===== src/rtl/word_packer_pkg.sv =====
// ---------------------------------------------------------------------------
// word_packer_pkg
//   Shared constants and types for the word_packer serial-to-parallel stage.
//   WORD_W   : bits per input word / output slot
//   N_WORDS  : words per packed frame
//   CNT_W    : slot counter width
//   FRAME_W  : packed frame width (WORD_W * N_WORDS)
//   N_COPIES : number of redundant copies of every state register
// ---------------------------------------------------------------------------
package word_packer_pkg;

   localparam int WORD_W   = 10;
   localparam int N_WORDS  = 48;
   localparam int CNT_W    = $clog2(N_WORDS);
   localparam int FRAME_W  = WORD_W * N_WORDS;
   localparam int N_COPIES = 3;

   typedef enum logic [1:0] {
      WP_INIT = 2'd0,
      WP_FILL = 2'd1,
      WP_FULL = 2'd2
   } wp_state_t;

endpackage


===== src/rtl/word_packer.sv =====
// ---------------------------------------------------------------------------
// word_packer
//   Collects N_WORDS words from a valid/ready input stream into one packed
//   frame and presents it on a valid/ready output. Word k of a frame lands
//   in out_data[k*WORD_W +: WORD_W]. The fill buffer drives out_data
//   directly, so slot contents are only meaningful while out_valid=1.
//
//   All state (FSM, slot counter, fill buffer) is held in three copies and
//   majority-voted; next-state logic works on the voted values and writes
//   the same result back into every copy, so a single upset is scrubbed on
//   the following edge.
//
// Ports
//   clk         in   1        single clock, rising edge
//   rst         in   1        asynchronous active-high reset
//   clear       in   1        synchronous frame abort (ignored in INIT)
//   in_valid    in   1        input word valid
//   in_ready    out  1        block accepts a word this cycle (state==FILL)
//   in_data     in   WORD_W   input word
//   out_valid   out  1        packed frame valid (state==FULL)
//   out_ready   in   1        downstream accepts the frame
//   out_data    out  FRAME_W  packed frame
//   word_cnt    out  CNT_W    slots filled in the current frame
//   o_dbg_state out  2        voted FSM state, for observation only
//
// Handshake: a transfer happens on a rising edge where valid and ready are
// both 1. valid/data are held stable until that edge; ready never depends
// combinationally on the opposite side's valid or ready.
// ---------------------------------------------------------------------------
module word_packer
   import word_packer_pkg::*;
(
   input  logic                clk,
   input  logic                rst,
   input  logic                clear,
   input  logic                in_valid,
   output logic                in_ready,
   input  logic [WORD_W-1:0]   in_data,
   output logic                out_valid,
   input  logic                out_ready,
   output logic [FRAME_W-1:0]  out_data,
   output logic [CNT_W-1:0]    word_cnt,
   output wp_state_t           o_dbg_state
);

   localparam logic [CNT_W-1:0] LAST_SLOT = CNT_W'(N_WORDS - 1);

   // Redundant state copies.
   logic [1:0]          r_state [N_COPIES];
   logic [CNT_W-1:0]    r_cnt   [N_COPIES];
   logic [FRAME_W-1:0]  r_buf   [N_COPIES];

   // Voted state and next-state.
   wp_state_t           w_state;
   logic [CNT_W-1:0]    w_cnt;
   logic [FRAME_W-1:0]  w_buf;
   wp_state_t           w_state_nxt;
   logic [CNT_W-1:0]    w_cnt_nxt;
   logic [FRAME_W-1:0]  w_buf_nxt;

   // Bitwise 2-of-3 majority.
   assign w_state = wp_state_t'((r_state[0] & r_state[1]) |
                                (r_state[0] & r_state[2]) |
                                (r_state[1] & r_state[2]));
   assign w_cnt   = (r_cnt[0] & r_cnt[1]) |
                    (r_cnt[0] & r_cnt[2]) |
                    (r_cnt[1] & r_cnt[2]);
   assign w_buf   = (r_buf[0] & r_buf[1]) |
                    (r_buf[0] & r_buf[2]) |
                    (r_buf[1] & r_buf[2]);

   // State register: every copy loads the same voted next value.
   always_ff @(posedge clk or posedge rst) begin
      if (rst) begin
         for (int i = 0; i < N_COPIES; i++) begin
            r_state[i] <= WP_INIT;
            r_cnt[i]   <= '0;
            r_buf[i]   <= '0;
         end
      end else begin
         for (int i = 0; i < N_COPIES; i++) begin
            r_state[i] <= w_state_nxt;
            r_cnt[i]   <= w_cnt_nxt;
            r_buf[i]   <= w_buf_nxt;
         end
      end
   end

   // Next-state logic.
   always_comb begin
      w_state_nxt = w_state;
      w_cnt_nxt   = w_cnt;
      w_buf_nxt   = w_buf;
      unique case (w_state)
         WP_INIT: begin
            // clear is deliberately ignored here.
            w_state_nxt = WP_FILL;
         end
         WP_FILL: begin
            if (clear) begin
               // Word presented in the clear cycle is dropped; the buffer
               // keeps its old contents and is overwritten slot by slot.
               w_cnt_nxt = '0;
            end else if (in_valid) begin
               w_buf_nxt[w_cnt*WORD_W +: WORD_W] = in_data;
               if (w_cnt == LAST_SLOT) begin
                  w_cnt_nxt   = '0;
                  w_state_nxt = WP_FULL;
               end else begin
                  w_cnt_nxt = w_cnt + CNT_W'(1);
               end
            end
         end
         WP_FULL: begin
            if (clear) begin
               // Pending frame is discarded.
               w_cnt_nxt   = '0;
               w_state_nxt = WP_FILL;
            end else if (out_ready) begin
               w_state_nxt = WP_FILL;
            end
         end
         default: begin
            // Unused encoding after a double upset: restart cleanly.
            w_cnt_nxt   = '0;
            w_state_nxt = WP_INIT;
         end
      endcase
   end

   // Outputs decoded from registered state only.
   assign in_ready    = (w_state == WP_FILL);
   assign out_valid   = (w_state == WP_FULL);
   assign out_data    = w_buf;
   assign word_cnt    = w_cnt;
   assign o_dbg_state = w_state;

endmodule


===== config.mk =====
export PLATFORM = sky130hd
export DESIGN_NAME = word_packer
export DESIGN_NICKNAME = d
export VERILOG_FILES = /design/src/rtl/word_packer_pkg.sv /design/src/rtl/word_packer.sv
export SDC_FILE = /design/constraint.sdc
export NUM_CORES = 1
export LEC_CHECK = 0
export BUFFER_PORTS_ARGS = -buffer_cell sky130_fd_sc_hd__buf_2
export CELL_PAD_IN_SITES_DETAIL_PLACEMENT = 2
export CELL_PAD_IN_SITES_GLOBAL_PLACEMENT = 2
export CORE_MARGIN = 4
export CORE_UTILIZATION = 39
export CTS_CLUSTER_DIAMETER = 80
export DETAILED_ROUTE_END_ITERATION = 12
export PLACE_DENSITY_LB_ADDON = 0.1
export RECOVER_POWER = 50
export SLEW_MARGIN = 40
export SYNTH_ARGS = -nofsm -noshare
export SYNTH_HDL_FRONTEND = slang
export SYNTH_SLANG_ARGS = --single-unit
export TNS_END_PERCENT = 1

===== constraint.sdc =====
create_clock -name clk -period 39.3 [get_ports clk]
set_input_delay 3.93 -clock clk [delete_from_list [all_inputs] [get_ports clk]]
set_output_delay 3.93 -clock clk [all_outputs]
set_load 0.02 [all_outputs]

**Word level (Yosys, flattened, before mapping)**

Index checks and enable logic that the tools add are counted.

- Flip-flop bits (word level): 488
- Output and inout bits: 490
- Word-level logic and storage cells: 36

- $add $sub $neg: 2
- Multipliers: 1
- Eq/ne operators: 3
- Shift-type cells: 2
- Multiplexer cells: 15
- Bitwise logic cells: 9
- Reductions and logical operators: 1

Operators by type and width:

| operator | number |
|---|---|
| $mux W480 | 3 |
| $or A480 B480 Y480 | 2 |
| $and A480 B480 Y480 | 1 |
| $bwmux W480 | 1 |
| $shift A10 B34 Y480 const A | 1 |
| $shiftx A10 B34 Y480 | 1 |
| $neg A10 Y34 | 1 |
| $mux W6 | 4 |
| $pmux W6 S3 | 1 |
| $or A6 B6 Y6 | 2 |
| $mux W2 | 5 |
| $mul A6 B3 Y9 const B | 1 |
| $add A6 B1 Y6 const B | 1 |
| $and A6 B6 Y6 | 1 |
| $eq A6 B6 Y1 const B | 1 |
| $pmux W2 S3 | 1 |
| $or A2 B2 Y2 | 2 |
| $and A2 B2 Y2 | 1 |
| $eq A2 B1 Y1 const B | 1 |
| $eq A2 B2 Y1 const B | 1 |
| $logic_not A2 Y1 | 1 |

**Depth between registers and ports, before layout**

- Depth after elaboration: 10
- Depth in mapped cells: 17
- Depth with buffers taken out: 14

**Worst setup path after synthesis**

Ideal clock, no wire load.

- Path kind: input port to flip-flop
- Start: input in_valid
- End: register r_buf[40] in the netlist's numbering
- Setup time: 125 ps
- Arrival time: 5,904 ps
- Required time: 39,175 ps
- Slack: 33,271 ps
- Stages on the path: 9
- Path buffers: 3
- Cell sequence: clkbuf_1 -> and3_1 -> clkbuf_1 -> nand2_1 -> or3_1 -> buf_4 -> or2_2 -> nor2_1 -> mux2_2

- Cells in the longest elaborated chain, start to end: 3

RTL lines:

| element | RTL line | text |
|---|---|---|
| start: declaration | word_packer.sv:36 | `input logic in_valid,` |
| $mux W480 | word_packer.sv:104 | `end else if (in_valid) begin` |
| $mux W480 | word_packer.sv:100 | `if (clear) begin` |
| $mux W480 | word_packer.sv:94 | `unique case (w_state)` |
| end signal: indexed assignment | word_packer.sv:84 | `r_buf[i] <= w_buf_nxt;` |
| end: declaration | word_packer.sv:51 | `logic [FRAME_W-1:0] r_buf [N_COPIES];` |

No other way between the ends.

==> impl_metrics.toml <==
[route]
firstDrtPassIters = 4
avgRoutedWirePerCell_um = 30.6
vias_per_cell = 5.72
vias = 17600
drt_iter0_drc = 930
drc = 0
antenna_left = 0
routed_wirelength_um = 93900

[placement]
port_buffers = 504
gp_congestion = 0.877
dp_hpwl_um = 68200
dp_slack_ns = 32.31

[power]
vdd_ir_drop_max_v = 0.0000322
p_leak_uw = 0.0129
p_per_area_nw_per_um2 = 45.5
power_uw = 1230

[worst_hold_path]
hp-class = "flop to flop"

[global_routing]
gr-total-overflow = 0
antenna_found_initial = 5
grt_start_max_net_pins = 144
grt_pass1_wl_um = 135000
grt_use_total = 0.301
first_global_vias = 19600

[timing]
hold_viol_final = 0
grt_setup_unrepaired = "false"
period_needed_ns = 14.31
slew_headroom = -3.10
setup_viol = 0
finalSetupTns_ns = 0
clock_skew_ns = 0.0282
fin_ws_ns = 24.99
drv_slew = 359
timing.fmax_ghz = 0.0699
period_share = 0.364
tightest_slew_ns = 6.11

[yosys]
syn_inst = 1757
synth_area_per_cell_um2 = 12.6
synth-async-reset-ratio = 1.00
synth_area_um2 = 22200
ys_warn_count = 0
synth_top_area_cell = "dfrtp_1"
synth_top_area_share = 0.551
synth-seq-area-share = 0.551
synth_edf_count = 0
synth-seq-cells = 488
synth_flop_cell = "dfrtp_1"
synthTopCellsByCount = "dfrtp_1, mux2_2, nor2_1, nand2_1, nand3_1"
synth_most_common_cell = "dfrtp_1"
post_synth_num_cell_types = 77
syn-num-nets = 1784
synth_area_leaders = "dfrtp_1, mux2_2, nor2_1"

[clocking]
cts.sinks = 488
cts_resized = 0
clk_latency_ns = 0.64
post_cts_buffers = 0
cts_buffers = 55
clock-root-buffer = "clkbuf_16"
ctsHoldBuffers = 0
path_clk_slew_ns = 0.06
cts_buffer_depth = 3
htreeDepth = 2
cts_tree = "yes"

[cells_and_area]
nFillCells = 5866
nets = 2298
drive_above_1_share = 0.352
syn_to_final_growth_pct = 22.0

[floorplanning]
fp.dieW_um = 246
coreArea_um2 = 56400
die_h_um = 246
dieArea_um2 = 60700
rows = 87
boundaryPins = 505
start_util = 0.393

[critical_path]
crit_path_start_kind = "input pin"
worst-setup-path-type = "input pin to asynchronous set/reset pin"
critPathMaxFanout = 135
crit_path_end_kind = "asynchronous set/reset pin"
crit_required_ns = 40.01
cp_data_arrival_time_ns = 15.01

[status]
outcome = "finished, violations left"
violations = "capacitance limit, slew limit"

[run]
drv_cap = 4
-- routing by layer --
layer	share of wire	GRT usage
met1	0.38	0.353
met2	0.51	0.524
met3	0.065	0.0796
met4	0.050	0.126
met5	0	0
-- path summary, 6_finish.rpt --
kind,to,start,slack (ns),depth (start not counted)
worst min-delay path,r_buf[404],r_buf[404],0.51,1
worst max register to register,r_buf[296],r_cnt[1],33.63,16
max in group clk,r_buf[296],clear,32.63,9
worst min register to register,r_buf[404],r_buf[404],0.51,1
worst max-delay path,r_buf[46],rst,24.99,6
min in group asynchronous,r_buf[10],rst,5.16,2
-- per-stage QoR --
stage / utilization / area, um^2 / instances / hold WS (ns)
global placement: 0.454 / 25600 / 2967 / 0.471
CTS: 0.488 / 27500 / 3063 / 0.504
finish: 0.480 / 27100 / 3070 / 0.505
floorplan: - / 22200 / 1757 / 0.586
detailed placement: 0.456 / 25700 / 2969 / 0.488
global route: 0.480 / 27100 / 3070 / 0.521
-- cell usage in the layout (no fill, tap or decap), types with 10 or more instances in the layout --
master / instances
clkbuf_16: 55
nor2_1: 128
mux2_2: 474
nand4_1: 10
ha_1: 10
clkbuf_1: 391
o21ai_0: 31
nand2_1: 122
buf_2: 129
nor4_2: 30
nand3_1: 75
dfrtp_1: 488
and3_1: 19
clkbuf_8: 11
and2_1: 12
o22ai_1: 37
nor3_1: 30
a21oi_1: 23
mux2i_1: 10
buf_4: 29
-- kinds of logic (layout without fill, tap and decap cells) --
group / Yosys count / after routing / share of synthesized area
compound gates: 177 / 177 / 0.0555
xor+xnor: 15 / 15 / 0.00694
fa+ha+maj: 12 / 12 / 0.00711
buf+inv: 92 / 643 / 0.0196
flops: 488 / 488 / 0.551
mux: 485 / 485 / 0.246
other cells: 0 / 6 / 0
simple gates: 488 / 488 / 0.115
-- cell type report --
type | instances | area, um^2 | share of cell area
flip-flops and latches | 488 | 12200 | 0.451
multi-input cells | 1177 | 9700 | 0.359
repair buffers | 540 | 2360 | 0.0872
clock buffers | 79 | 1580 | 0.0583
well taps | 756 | 946 | 0.0350
clock inverters | 15 | 211 | 0.00782
inverters | 9 | 35.0 | 0.00129
diodes | 6 | 15.0 | 0.000555
-- flip-flops by register name, indices dropped and copies added, names as in the netlist --
| signal | cells |
|---|---|
| r_buf | 480 |
| r_state | 2 |
| r_cnt | 6 |
-- worst max-delay path, stage by stage --
cell	delay (ns)
clkbuf_1	0.09
clkinvlp_2	3.33
clkbuf_1	2.21
clkbuf_1	3.74
buf_6	0.78
buf_6	0.59
-- report_power, final --
group	leakage, uW	switching (uW)	total (uW)	internal (uW)
logic	0.00525	161	200	39.2
registers	0.00681	4.91	515	510
clock network	0.000878	217	515	298
total	0.0129	383	1230	847
Note: power is estimated with default switching activity, not from simulation.
